==> src/rtl/toe_pkg.sv <==
// Shared TOE definitions: connection-record word map, protocol constants, FSM states, record layout.
package toe_pkg;

    localparam logic [3:0] W_CTRL       = 4'd0;
    localparam logic [3:0] W_MAC_DST_LO = 4'd1;
    localparam logic [3:0] W_MAC_SRC_HI = 4'd2;
    localparam logic [3:0] W_MAC_SRC_LO = 4'd3;
    localparam logic [3:0] W_IP_SRC     = 4'd4;
    localparam logic [3:0] W_IP_DST     = 4'd5;
    localparam logic [3:0] W_PORTS      = 4'd6;
    localparam logic [3:0] W_SEQ        = 4'd7;
    localparam logic [3:0] W_ACK        = 4'd8;
    localparam int         REC_WORDS    = 9;

    localparam logic [15:0] ETH_TYPE_IPV4 = 16'h0800;
    localparam logic [7:0]  IP_PROTO_TCP  = 8'h06;
    localparam int          HDR_BYTES     = 54;
    localparam int          HDR_BITS      = HDR_BYTES * 8;

    typedef enum logic [2:0] {
        ST_IDLE,
        ST_FETCH,
        ST_CHECK,
        ST_CSUM,
        ST_EMIT,
        ST_ERR
    } state_t;

    typedef struct packed {
        logic [47:0] mac_dst;
        logic [47:0] mac_src;
        logic [31:0] ip_src;
        logic [31:0] ip_dst;
        logic [31:0] ports;
        logic [31:0] seq;
        logic [31:0] ack;
    } conn_rec_t;

    // One's-complement 16-bit add with end-around carry.
    function automatic logic [15:0] csum_add(input logic [15:0] a, input logic [15:0] b);
        logic [16:0] s;
        s = {1'b0, a} + {1'b0, b};
        return s[15:0] + {15'b0, s[16]};
    endfunction

endpackage

==> src/rtl/ip_checksum.sv <==
// IPv4 header checksum accumulator: one 16-bit word per acc_en cycle, result is the inverted sum.
// Latency: result reflects all words accumulated up to the previous clock edge.
// Backpressure: none; the caller sequences clear/acc_en.
module ip_checksum
    import toe_pkg::*;
(
    input  logic        clk,
    input  logic        rst,
    input  logic        clear,
    input  logic        acc_en,
    input  logic [15:0] word,
    output logic [15:0] result
);

    logic [15:0] acc;

    always_ff @(posedge clk) begin
        if (!rst) begin
            acc <= '0;
        end else if (clear) begin
            acc <= '0;
        end else if (acc_en) begin
            acc <= csum_add(acc, word);
        end
    end

    assign result = ~acc;

endmodule

==> src/rtl/tcp_hdr_streamer.sv <==
// Fetches a connection record and streams the 54-byte Eth/IPv4/TCP header as OUT_W-bit beats (TOE_IP_CSUM_EN adds IP checksum).
// Latency: request accept to first beat is 9+RAM_LAT+2 cycles, +10 with TOE_IP_CSUM_EN.
// Backpressure: beats hold while hdr_valid && !hdr_ready; req_ready only in IDLE.
module tcp_hdr_streamer
    import toe_pkg::*;
#(
    parameter int          ID_W    = 6,
    parameter int          OUT_W   = 32,
    parameter int          RAM_LAT = 2,
    parameter logic [7:0]  TTL     = 8'd64,
    parameter logic [15:0] WINDOW  = 16'hFFFF
) (
    input  logic               clk,
    input  logic               rst,
    input  logic               req_valid,
    output logic               req_ready,
    input  logic [ID_W-1:0]    req_id,
    input  logic [7:0]         req_flags,
    input  logic [15:0]        req_len,
    output logic [ID_W+3:0]    ram_addr,
    input  logic [31:0]        ram_rdata,
    output logic               hdr_valid,
    input  logic               hdr_ready,
    output logic [OUT_W-1:0]   hdr_data,
    output logic [OUT_W/8-1:0] hdr_keep,
    output logic               hdr_last,
    output logic               err_pulse,
    output logic               busy
);

    localparam int BPB        = OUT_W / 8;
    localparam int NBEATS     = (HDR_BYTES + BPB - 1) / BPB;
    localparam int PAD_W      = NBEATS * OUT_W;
    localparam int LAST_BYTES = HDR_BYTES - (NBEATS - 1) * BPB;
    localparam logic [BPB-1:0] KEEP_ALL   = '1;
    localparam logic [BPB-1:0] LAST_KEEP  = ~(KEEP_ALL >> LAST_BYTES);
    localparam logic [3:0]     LAST_BEAT  = 4'(NBEATS - 1);
    localparam logic [3:0]     FETCH_LAST = 4'(REC_WORDS + RAM_LAT - 1);
    localparam logic [3:0]     LAT4       = 4'(RAM_LAT);
    localparam logic [15:0]    MAX_LEN    = 16'd65495;

    if (OUT_W != 32 && OUT_W != 64) begin : g_bad_out_w
        $error("tcp_hdr_streamer: OUT_W must be 32 or 64");
    end
    if (RAM_LAT < 1 || RAM_LAT > 3) begin : g_bad_ram_lat
        $error("tcp_hdr_streamer: RAM_LAT must be 1..3");
    end

    state_t            state, state_nxt;
    logic [3:0]        cnt;
    logic [ID_W-1:0]   id_q;
    logic [7:0]        flags_q;
    logic [15:0]       len_q;
    logic [15:0]       ip_id_q;
    conn_rec_t         rec_q;
    logic              rec_vld_q;
    logic [3:0]        widx;
    logic [15:0]       total_len;
    logic [15:0]       ip_csum;
    logic [HDR_BITS-1:0] hdr_vec;
    logic [PAD_W-1:0]  beat_vec;
    logic [PAD_W-1:0]  beat_shift;

    assign widx      = cnt - LAT4;
    assign total_len = 16'd40 + len_q;

`ifdef TOE_IP_CSUM_EN
    localparam logic [3:0] CSUM_LAST = 4'd9;
    logic [15:0] csum_word;

    always_comb begin
        csum_word = '0;
        case (cnt)
            4'd0:    csum_word = 16'h4500;
            4'd1:    csum_word = total_len;
            4'd2:    csum_word = ip_id_q;
            4'd3:    csum_word = 16'h4000;
            4'd4:    csum_word = {TTL, IP_PROTO_TCP};
            4'd6:    csum_word = rec_q.ip_src[31:16];
            4'd7:    csum_word = rec_q.ip_src[15:0];
            4'd8:    csum_word = rec_q.ip_dst[31:16];
            4'd9:    csum_word = rec_q.ip_dst[15:0];
            default: csum_word = '0;
        endcase
    end

    ip_checksum u_ip_checksum (
        .clk    (clk),
        .rst    (rst),
        .clear  (state == ST_CHECK),
        .acc_en (state == ST_CSUM),
        .word   (csum_word),
        .result (ip_csum)
    );
`else
    // Checksum is left for the MAC to fill in.
    assign ip_csum = 16'h0000;
`endif

    assign hdr_vec = {rec_q.mac_dst, rec_q.mac_src, ETH_TYPE_IPV4,
                      8'h45, 8'h00, total_len, ip_id_q, 16'h4000, TTL, IP_PROTO_TCP, ip_csum,
                      rec_q.ip_src, rec_q.ip_dst,
                      rec_q.ports, rec_q.seq, rec_q.ack, 8'h50, flags_q, WINDOW, 16'h0000, 16'h0000};
    assign beat_vec   = {hdr_vec, {(PAD_W - HDR_BITS){1'b0}}};
    assign beat_shift = beat_vec << (int'(cnt) * OUT_W);

    always_comb begin
        state_nxt = state;
        case (state)
            ST_IDLE:  if (req_valid) state_nxt = ST_FETCH;
            ST_FETCH: if (cnt == FETCH_LAST) state_nxt = ST_CHECK;
            ST_CHECK: begin
                if (!rec_vld_q || len_q > MAX_LEN) begin
                    state_nxt = ST_ERR;
                end else begin
`ifdef TOE_IP_CSUM_EN
                    state_nxt = ST_CSUM;
`else
                    state_nxt = ST_EMIT;
`endif
                end
            end
`ifdef TOE_IP_CSUM_EN
            ST_CSUM:  if (cnt == CSUM_LAST) state_nxt = ST_EMIT;
`endif
            ST_EMIT:  if (hdr_ready && cnt == LAST_BEAT) state_nxt = ST_IDLE;
            ST_ERR:   state_nxt = ST_IDLE;
            default:  state_nxt = ST_IDLE;
        endcase
    end

    always_comb begin
        req_ready = (state == ST_IDLE);
        busy      = (state != ST_IDLE);
        err_pulse = (state == ST_ERR);
        hdr_valid = 1'b0;
        hdr_last  = 1'b0;
        hdr_keep  = '0;
        hdr_data  = '0;
        ram_addr  = '0;
        if (state == ST_FETCH && cnt < 4'(REC_WORDS)) begin
            ram_addr = {id_q, cnt};
        end
        if (state == ST_EMIT) begin
            hdr_valid = 1'b1;
            hdr_last  = (cnt == LAST_BEAT);
            hdr_keep  = (cnt == LAST_BEAT) ? LAST_KEEP : KEEP_ALL;
            hdr_data  = beat_shift[PAD_W-1 -: OUT_W];
        end
    end

    always_ff @(posedge clk) begin
        if (!rst) begin
            state     <= ST_IDLE;
            cnt       <= '0;
            id_q      <= '0;
            flags_q   <= '0;
            len_q     <= '0;
            ip_id_q   <= '0;
            rec_q     <= '0;
            rec_vld_q <= 1'b0;
        end else begin
            state <= state_nxt;
            // cnt restarts in every state; in EMIT it is the beat index and moves only on acceptance.
            if (state_nxt != state) begin
                cnt <= '0;
            end else if (state != ST_IDLE && (state != ST_EMIT || hdr_ready)) begin
                cnt <= cnt + 4'd1;
            end
            if (state == ST_IDLE && req_valid) begin
                id_q    <= req_id;
                flags_q <= req_flags;
                len_q   <= req_len;
            end
            if (state == ST_FETCH && cnt >= LAT4) begin
                case (widx)
                    W_CTRL: begin
                        rec_vld_q             <= ram_rdata[31];
                        rec_q.mac_dst[47:32]  <= ram_rdata[15:0];
                    end
                    W_MAC_DST_LO: rec_q.mac_dst[31:0]  <= ram_rdata;
                    W_MAC_SRC_HI: rec_q.mac_src[47:32] <= ram_rdata[15:0];
                    W_MAC_SRC_LO: rec_q.mac_src[31:0]  <= ram_rdata;
                    W_IP_SRC:     rec_q.ip_src         <= ram_rdata;
                    W_IP_DST:     rec_q.ip_dst         <= ram_rdata;
                    W_PORTS:      rec_q.ports          <= ram_rdata;
                    W_SEQ:        rec_q.seq            <= ram_rdata;
                    W_ACK:        rec_q.ack            <= ram_rdata;
                    default: ;
                endcase
            end
            if (state == ST_EMIT && hdr_ready && cnt == LAST_BEAT) begin
                ip_id_q <= ip_id_q + 16'd1;
            end
        end
    end

endmodule

==> config.mk <==
export PLATFORM = sky130hd
export DESIGN_NAME = tcp_hdr_streamer
export DESIGN_NICKNAME = d
export VERILOG_FILES = /design/src/rtl/toe_pkg.sv /design/src/rtl/ip_checksum.sv /design/src/rtl/tcp_hdr_streamer.sv
export SDC_FILE = /design/constraint.sdc
export NUM_CORES = 1
export LEC_CHECK = 0
export ABC_AREA = 1
export CORE_MARGIN = 4
export CORE_UTILIZATION = 40
export CTS_CLUSTER_DIAMETER = 30
export CTS_CLUSTER_SIZE = 28
export DETAILED_ROUTE_END_ITERATION = 8
export PLACE_DENSITY = 0.59
export REMOVE_ABC_BUFFERS = 1
export SKIP_CTS_REPAIR_TIMING = 1
export SLEW_MARGIN = 0
export SYNTH_ARGS = -nofsm -noshare
export SYNTH_HDL_FRONTEND = slang
export SYNTH_SLANG_ARGS = --single-unit
==> constraint.sdc <==
create_clock -name clk -period 1.9 [get_ports clk]
set_clock_uncertainty 0.05 [all_clocks]
set_input_delay 0.285 -clock clk [delete_from_list [all_inputs] [get_ports clk]]
set_output_delay 0.285 -clock clk [all_outputs]
set_load 0.005 [all_outputs]
## Yosys cells after proc, flatten, opt, wreduce, memory -nomap -nowiden

Cells that the tools add are included.

- Register bits after elaboration: 310
- Output and inout port bits: 51

- Add/subtract/negate cells: 4
- Magnitude comparators: 3
- Equality and inequality tests: 16
- Shifts and indexed selects: 1
- Multiplexer cells: 11
- Bitwise operators: 1
- Reduce and logical (&&, ||, !) cells: 23

Operators with widths:

| operator | number |
|---|---|
| 448-bit by 9-bit left shift with 448-bit output | 1 |
| 32-bit two-way mux | 1 |
| 2-bit AND reduction | 9 |
| 16-bit by 1-bit adder with 16-bit output, second input constant | 1 |
| 6-bit by 16-bit adder with 16-bit output, first input constant | 1 |
| 4-bit by 3-bit equality test with 1-bit output, second input constant | 4 |
| 16-bit > comparator, second input constant | 1 |
| 4-bit equality test, second input constant | 3 |
| 3-bit one-hot mux with 4 select lines | 1 |
| 10-bit two-way mux | 1 |
| 3-bit two-way mux | 3 |
| 4-bit by 2-bit equality test with 1-bit output, second input constant | 2 |
| 1-bit logical AND | 7 |
| 3-bit equality test, second input constant | 2 |
| 4-bit by 1-bit adder with 4-bit output, second input constant | 1 |
| 4-bit by 1-bit equality test with 1-bit output, second input constant | 1 |
| 4-bit by 2-bit >= comparator with 1-bit output, second input constant | 1 |
| 4-bit zero test | 1 |
| 4-bit < comparator, second input constant | 1 |
| 4-bit two-way mux | 1 |
| 4-bit by 2-bit subtractor with 4-bit output, second input constant | 1 |
| 3-bit by 1-bit equality test with 1-bit output, second input constant | 1 |
| 3-bit by 2-bit equality test with 1-bit output, second input constant | 1 |
| 3-bit zero test | 1 |
| other kinds (9) | 12 |

## Depth between registers and ports, before layout

- Depth in word-level cells: 6
- Gate-level depth with buffers: 13
- Depth with buffers taken out: 11

## Worst setup path after synthesis

No wires, ideal clock.

- Path type: register -> register
- Start: reg cnt[1]
- End: reg rec_q, in the netlist beat_vec[406]
- Library setup time: 0.132 ns
- Arrival: 1.946 ns
- Data required time: 1.718 ns
- Slack: -0.228 ns
- Stages on the path, launching flop included: 13
- Path buffers: 4
- Path through: dfxtp_1 -> buf_2 -> inv_1 -> buf_2 -> ha_1 -> xnor2_4 -> nand2_4 -> inv_4 -> nand2_2 -> buf_6 -> buf_4 -> nand2_1 -> a21oi_1

- Word-level cells in the longest chain between the ends: 3
- Elaborated cells on any way between the ends: 5

RTL lines:

| what | line | source |
|---|---|---|
| start: declaration | tcp_hdr_streamer.sv:50 | `logic [3:0] cnt;` |
| start signal: assignment | tcp_hdr_streamer.sv:168 | `cnt <= cnt + 4'd1;` |
| 4-bit by 2-bit subtractor with 4-bit output / 4-bit by 2-bit >= comparator with 1-bit output (equally long branches) | tcp_hdr_streamer.sv:64, tcp_hdr_streamer.sv:175 |  |
| 4-bit by 1-bit equality test with 1-bit output / 1-bit logical AND (equally long branches) | tcp_hdr_streamer.sv:176, tcp_hdr_streamer.sv:175 |  |
| 2-bit AND reduction (no line) (*) | -- |  |
| end: declaration | tcp_hdr_streamer.sv:55 | `conn_rec_t rec_q;` |

Mark *: on every way between the ends. The rest lies on a longest branch, timed or not.
A chain may end at the register's enable or synchronous reset.

## Final worst setup path

- Start: reg cnt[1]
- End: out hdr_data[16]

- Word-level cells in the longest chain between the ends: 2

RTL lines:

| what | line | source |
|---|---|---|
| 448-bit by 9-bit left shift with 448-bit output | tcp_hdr_streamer.sv:105 | `assign beat_shift = beat_vec << (int'(cnt) * OUT_W);` |
| 32-bit two-way mux | tcp_hdr_streamer.sv:144 | `if (state == ST_EMIT) begin` |
| end: declaration | tcp_hdr_streamer.sv:24 | `output logic [OUT_W-1:0] hdr_data,` |

No other way between the ends.

==> reports/results.txt <==
The flow ran to the end, but the final reports show violations. The final reports fail on negative setup slack. The area growth from synthesis to final layout is 44.41%, and the synthesized netlist cell count is 2032. The HPWL after detailed placement is 33300 um.

The maximum number of pins on one net before global-route repair is 84, and the register bit total from synthesis is 310. The number of failing hold endpoints at the final stage is 0, and the largest fanout of any net on the critical path is 6. The run gives 1.56 ns as the required time of the critical path.

The number of cells on the worst reg-to-reg path is 12. In this run the critical register-to-register path is launched from cnt[0]$_SDFFE_PP0P_. The count of different cell masters after synthesis was 36. By startpoint and endpoint, the worst setup path is classified as reg2out. Setup violations remaining at the end of the flow were counted as 302. Power spread over the standard cell area amounts to 1052 nW/um^2. At the pin with the least slew margin, the transition time is 0.5735 ns. The final-layout fill cell count was 3149. The detail-routed net length per standard cell is 20.24 um, and the effective utilization at floorplan is 40.67%.

The number of H-tree levels was 3. The tree is rooted in a sky130_fd_sc_hd__clkbuf_16. Using the TritonRoute via totals, the vias-per-cell ratio works out to 5.537. Summed over all layers, the routed wires come to 56300 um.

The count of synthesis-stage warnings from yosys is 0. Clock-pin slew was measured on the worst setup and hold paths at 0.04 ns. The run gives 0.58 ns as the insertion delay to the later sink of the worst-skew pair. The worst-case IR drop observed on VDD is 893.1 uV.

For the setup slack of the critical path after layout, the log shows -0.6635 ns. Summed over all instances, the cell type with the most area after synthesis is sky130_fd_sc_hd__dfxtp_1. The number of antenna diodes in the final layout is 0. Across the run, the number of max-cap violations was 0. Routability-driven placement finished with a final weighted congestion of 0.8632. For the number of design-rule violations left by the first detailed-router iteration, the log shows 1346. Worst relative slew slack: 61.65%. The nature of the critical path endpoint is an output pin. The most used flip-flop cell after synthesis is sky130_fd_sc_hd__dfxtp_1. From left edge to right edge, the die measures 198.4 um.

The tools report the via count of the first global-routing pass as 14340. Sorting the synthesized cells by area gives the leading types as sky130_fd_sc_hd__dfxtp_1 43%, sky130_fd_sc_hd__a21oi_1 9.9%, sky130_fd_sc_hd__o21ai_0 9.2%, sky130_fd_sc_hd__nand2_1 6.9%, sky130_fd_sc_hd__nor2_1 6.6%. For the worst setup path, the data arrival time is 2.23 ns. Setup repair after global routing could not meet its margin everywhere. In this run the standard cell core region covers 35660 sq um.

The number of iterations in the first detailed-routing pass is 6. The worst hold path terminates at flags_q[3]$_SDFFE_PN0P_. The startpoint identified for the worst hold timing path is rst.

The tools report the top-level port count as 117. The logs give -0.26 ns for the worst-case register-to-register setup slack and 15410 for the number of vias in the routed layout. The tools report the capture point of the worst reg-to-reg path as beat_vec[207]$_SDFFE_PN0P_. The number of pins exceeding their max-slew limit in the final report came out at 0. At the placement stage, the worst setup path has a slack of -0.5800 ns. In this run the biggest area consumer among cell types represents 42.79% of the synthesized area. Timing would allow up to 0.3901 GHz. The netlist area before placement was 14500 sq um; the global-route usage over all layers was 25.77%. The tools report the number of nets in the final layout as 2337. The die covers 39370 sq um.

TritonCTS built the clock tree. The height of the die works out to 198.4 um. Summed over all layers, the global routing overflow is 0. The run gives 0 as the initial antenna violation count. After layout, the design draws a total of 22040 uW. After layout, the minimum clock period comes to 2.563 ns.

The tools report the reported leakage power as 0.008102 uW. The tools report the final antenna-violating net count as 0. The async set-reset flop share out of synthesis works out to 0%. The critical path starts at cnt[1]$_SDFFE_PP0P_. The min-delay analysis places its worst path in the category in2reg. The first-pass GRT wire length is 80240 um, and the worst hold path cell count is 3. For this run, design rule violations remaining after detail routing come to 0. Number of rows in the core area: 69. The average cell area after synthesis was 7.137 sq um.

Sequential cells were found to cover 42.79% of the synthesized design area. The worst setup path is launched from a flip-flop. Counting every sink on the clock net gives 310. The number of buffers created by CTS was 75; the post-route fraction of the period consumed by the critical path was 134.9%. The synthesized design contains 0 enable-type register cells. Input and output buffers added on the ports amount to 116.

In the final layout, the share of cells above drive strength 1 is 22.49%. The finished layout holds 2782 standard cells, fillers aside. The run gives 2596 as the cell total after placement. In this run the deepest clock path goes through 3 buffers.
-- metal layers --
metal	up-vias	track usage (%)	share of wire, %
met3	140	4.895	8.2
met1	7286	34.51	42
li1	7301	-	-
met4	0	8.384	3.0
met5	-	0	0
met2	678	42.24	47
-- placed cells by master (no fill, tap or decap), drive strengths merged, types with 6 or more instances in the layout --
cell type and count:
clkbuf 134, dlymetal6s2s 11, xor2 9, dfxtp 310, nand2 278, inv 173, o211ai 50, nand3 121
o221ai 17, ha 8, clkinv 11, bufinv 16, a21oi 287, clkdlybuf4s50 64, nor3 17, nor2 271
o21ai 287, o2111ai 13, buf 212, clkinvlp 6, a22oi 8
-- cell families after synthesis --
kind of cell    synth area share [%]
simple gates                   20.22
compound gates                 25.08
buf+inv                        10.30
flops                          42.79
xor+xnor                      0.9146
fa+ha+maj                     0.6902
-- worst max-delay path, cell delays in order (launching register included) --
cell and delay [ns]:
sky130_fd_sc_hd__dfxtp_4 0.36, sky130_fd_sc_hd__buf_6 0.14, sky130_fd_sc_hd__nor2_4 0.17, sky130_fd_sc_hd__inv_4 0.09
sky130_fd_sc_hd__buf_12 0.14, sky130_fd_sc_hd__buf_12 0.13, sky130_fd_sc_hd__o211ai_1 0.22, sky130_fd_sc_hd__o211ai_1 0.13
sky130_fd_sc_hd__a21oi_1 0.14, sky130_fd_sc_hd__clkbuf_2 0.13
-- registers in the layout, indices dropped and copies added (netlist names) --
register	flops
flags_q	8
ip_id_q	16
rec_vld_q	1
cnt	4
beat_vec	256
id_q	6
len_q	16
state	3
-- synthesized netlist by cell type (3+ instances only) --
library cell and count:
sky130_fd_sc_hd__nand2_4 5, sky130_fd_sc_hd__buf_4 6, sky130_fd_sc_hd__ha_1 8, sky130_fd_sc_hd__nand2_1 268, sky130_fd_sc_hd__buf_6 16, sky130_fd_sc_hd__xor2_1 9, sky130_fd_sc_hd__o221ai_1 17, sky130_fd_sc_hd__inv_4 5
sky130_fd_sc_hd__dfxtp_1 310, sky130_fd_sc_hd__xnor2_1 3, sky130_fd_sc_hd__inv_1 160, sky130_fd_sc_hd__o21ai_0 268, sky130_fd_sc_hd__nand3_1 119, sky130_fd_sc_hd__nor2_1 254, sky130_fd_sc_hd__a211oi_1 5, sky130_fd_sc_hd__nand2_2 5
sky130_fd_sc_hd__buf_2 56, sky130_fd_sc_hd__o2111ai_1 13, sky130_fd_sc_hd__nand4_1 5, sky130_fd_sc_hd__o21ai_1 19, sky130_fd_sc_hd__o211ai_1 50, sky130_fd_sc_hd__nor2_2 11, sky130_fd_sc_hd__inv_2 3, sky130_fd_sc_hd__a21oi_1 287
sky130_fd_sc_hd__clkbuf_1 79, sky130_fd_sc_hd__buf_1 11, sky130_fd_sc_hd__nor3_1 17, sky130_fd_sc_hd__nor2_4 4, sky130_fd_sc_hd__a22oi_1 8
-- worst max-delay path by stage --
stage	endpoint	cells after the start	slack, ns
2_1_floorplan	hdr_data[30]	6	-3.26
3_3_place_gp	hdr_data[25]	9	-0.51
3_5_place_dp	hdr_data[23]	8	-0.58
4_1_cts	hdr_data[23]	8	-1.19
5_1_grt	hdr_data[16]	9	-0.73
6_report	hdr_data[16]	9	-0.66
-- layout make-up --
cell class                 instances  area [sq um]  area share [%]
inverter                         170         691.9           3.304
timing repair buffer             322          3387           16.17
tap                              461         576.8           2.754
clock buffer                      99          2120           10.12
sequential                       310          6226           29.73
multi-input combinational       1384          7308           34.89
clock inverter                    36         634.4           3.029
-- where the power goes --
part	internal, uW	switching, uW
logic	604	826
registers	6590	48.0
clock network	9960	4010
total	17100	4890
-- per-stage QoR --
| step | hold slack, ns | util [%] | setup TNS, ns | area [sq um] |
|---|---|---|---|---|
| detailed placement | 0.3904 | 47.56 | -70.52 | 16960 |
| finish | 0.01829 | 58.74 | -62.03 | 20940 |
| global route | 0.01105 | 58.74 | -87.51 | 20940 |
| floorplan | 0.3581 | - | -823.70 | 13660 |
| CTS | -0.001244 | 55.28 | -102.67 | 19710 |
| global placement | 0.3827 | 47.56 | -64.12 | 16960 |
Power figures use the tool's default switching activity.
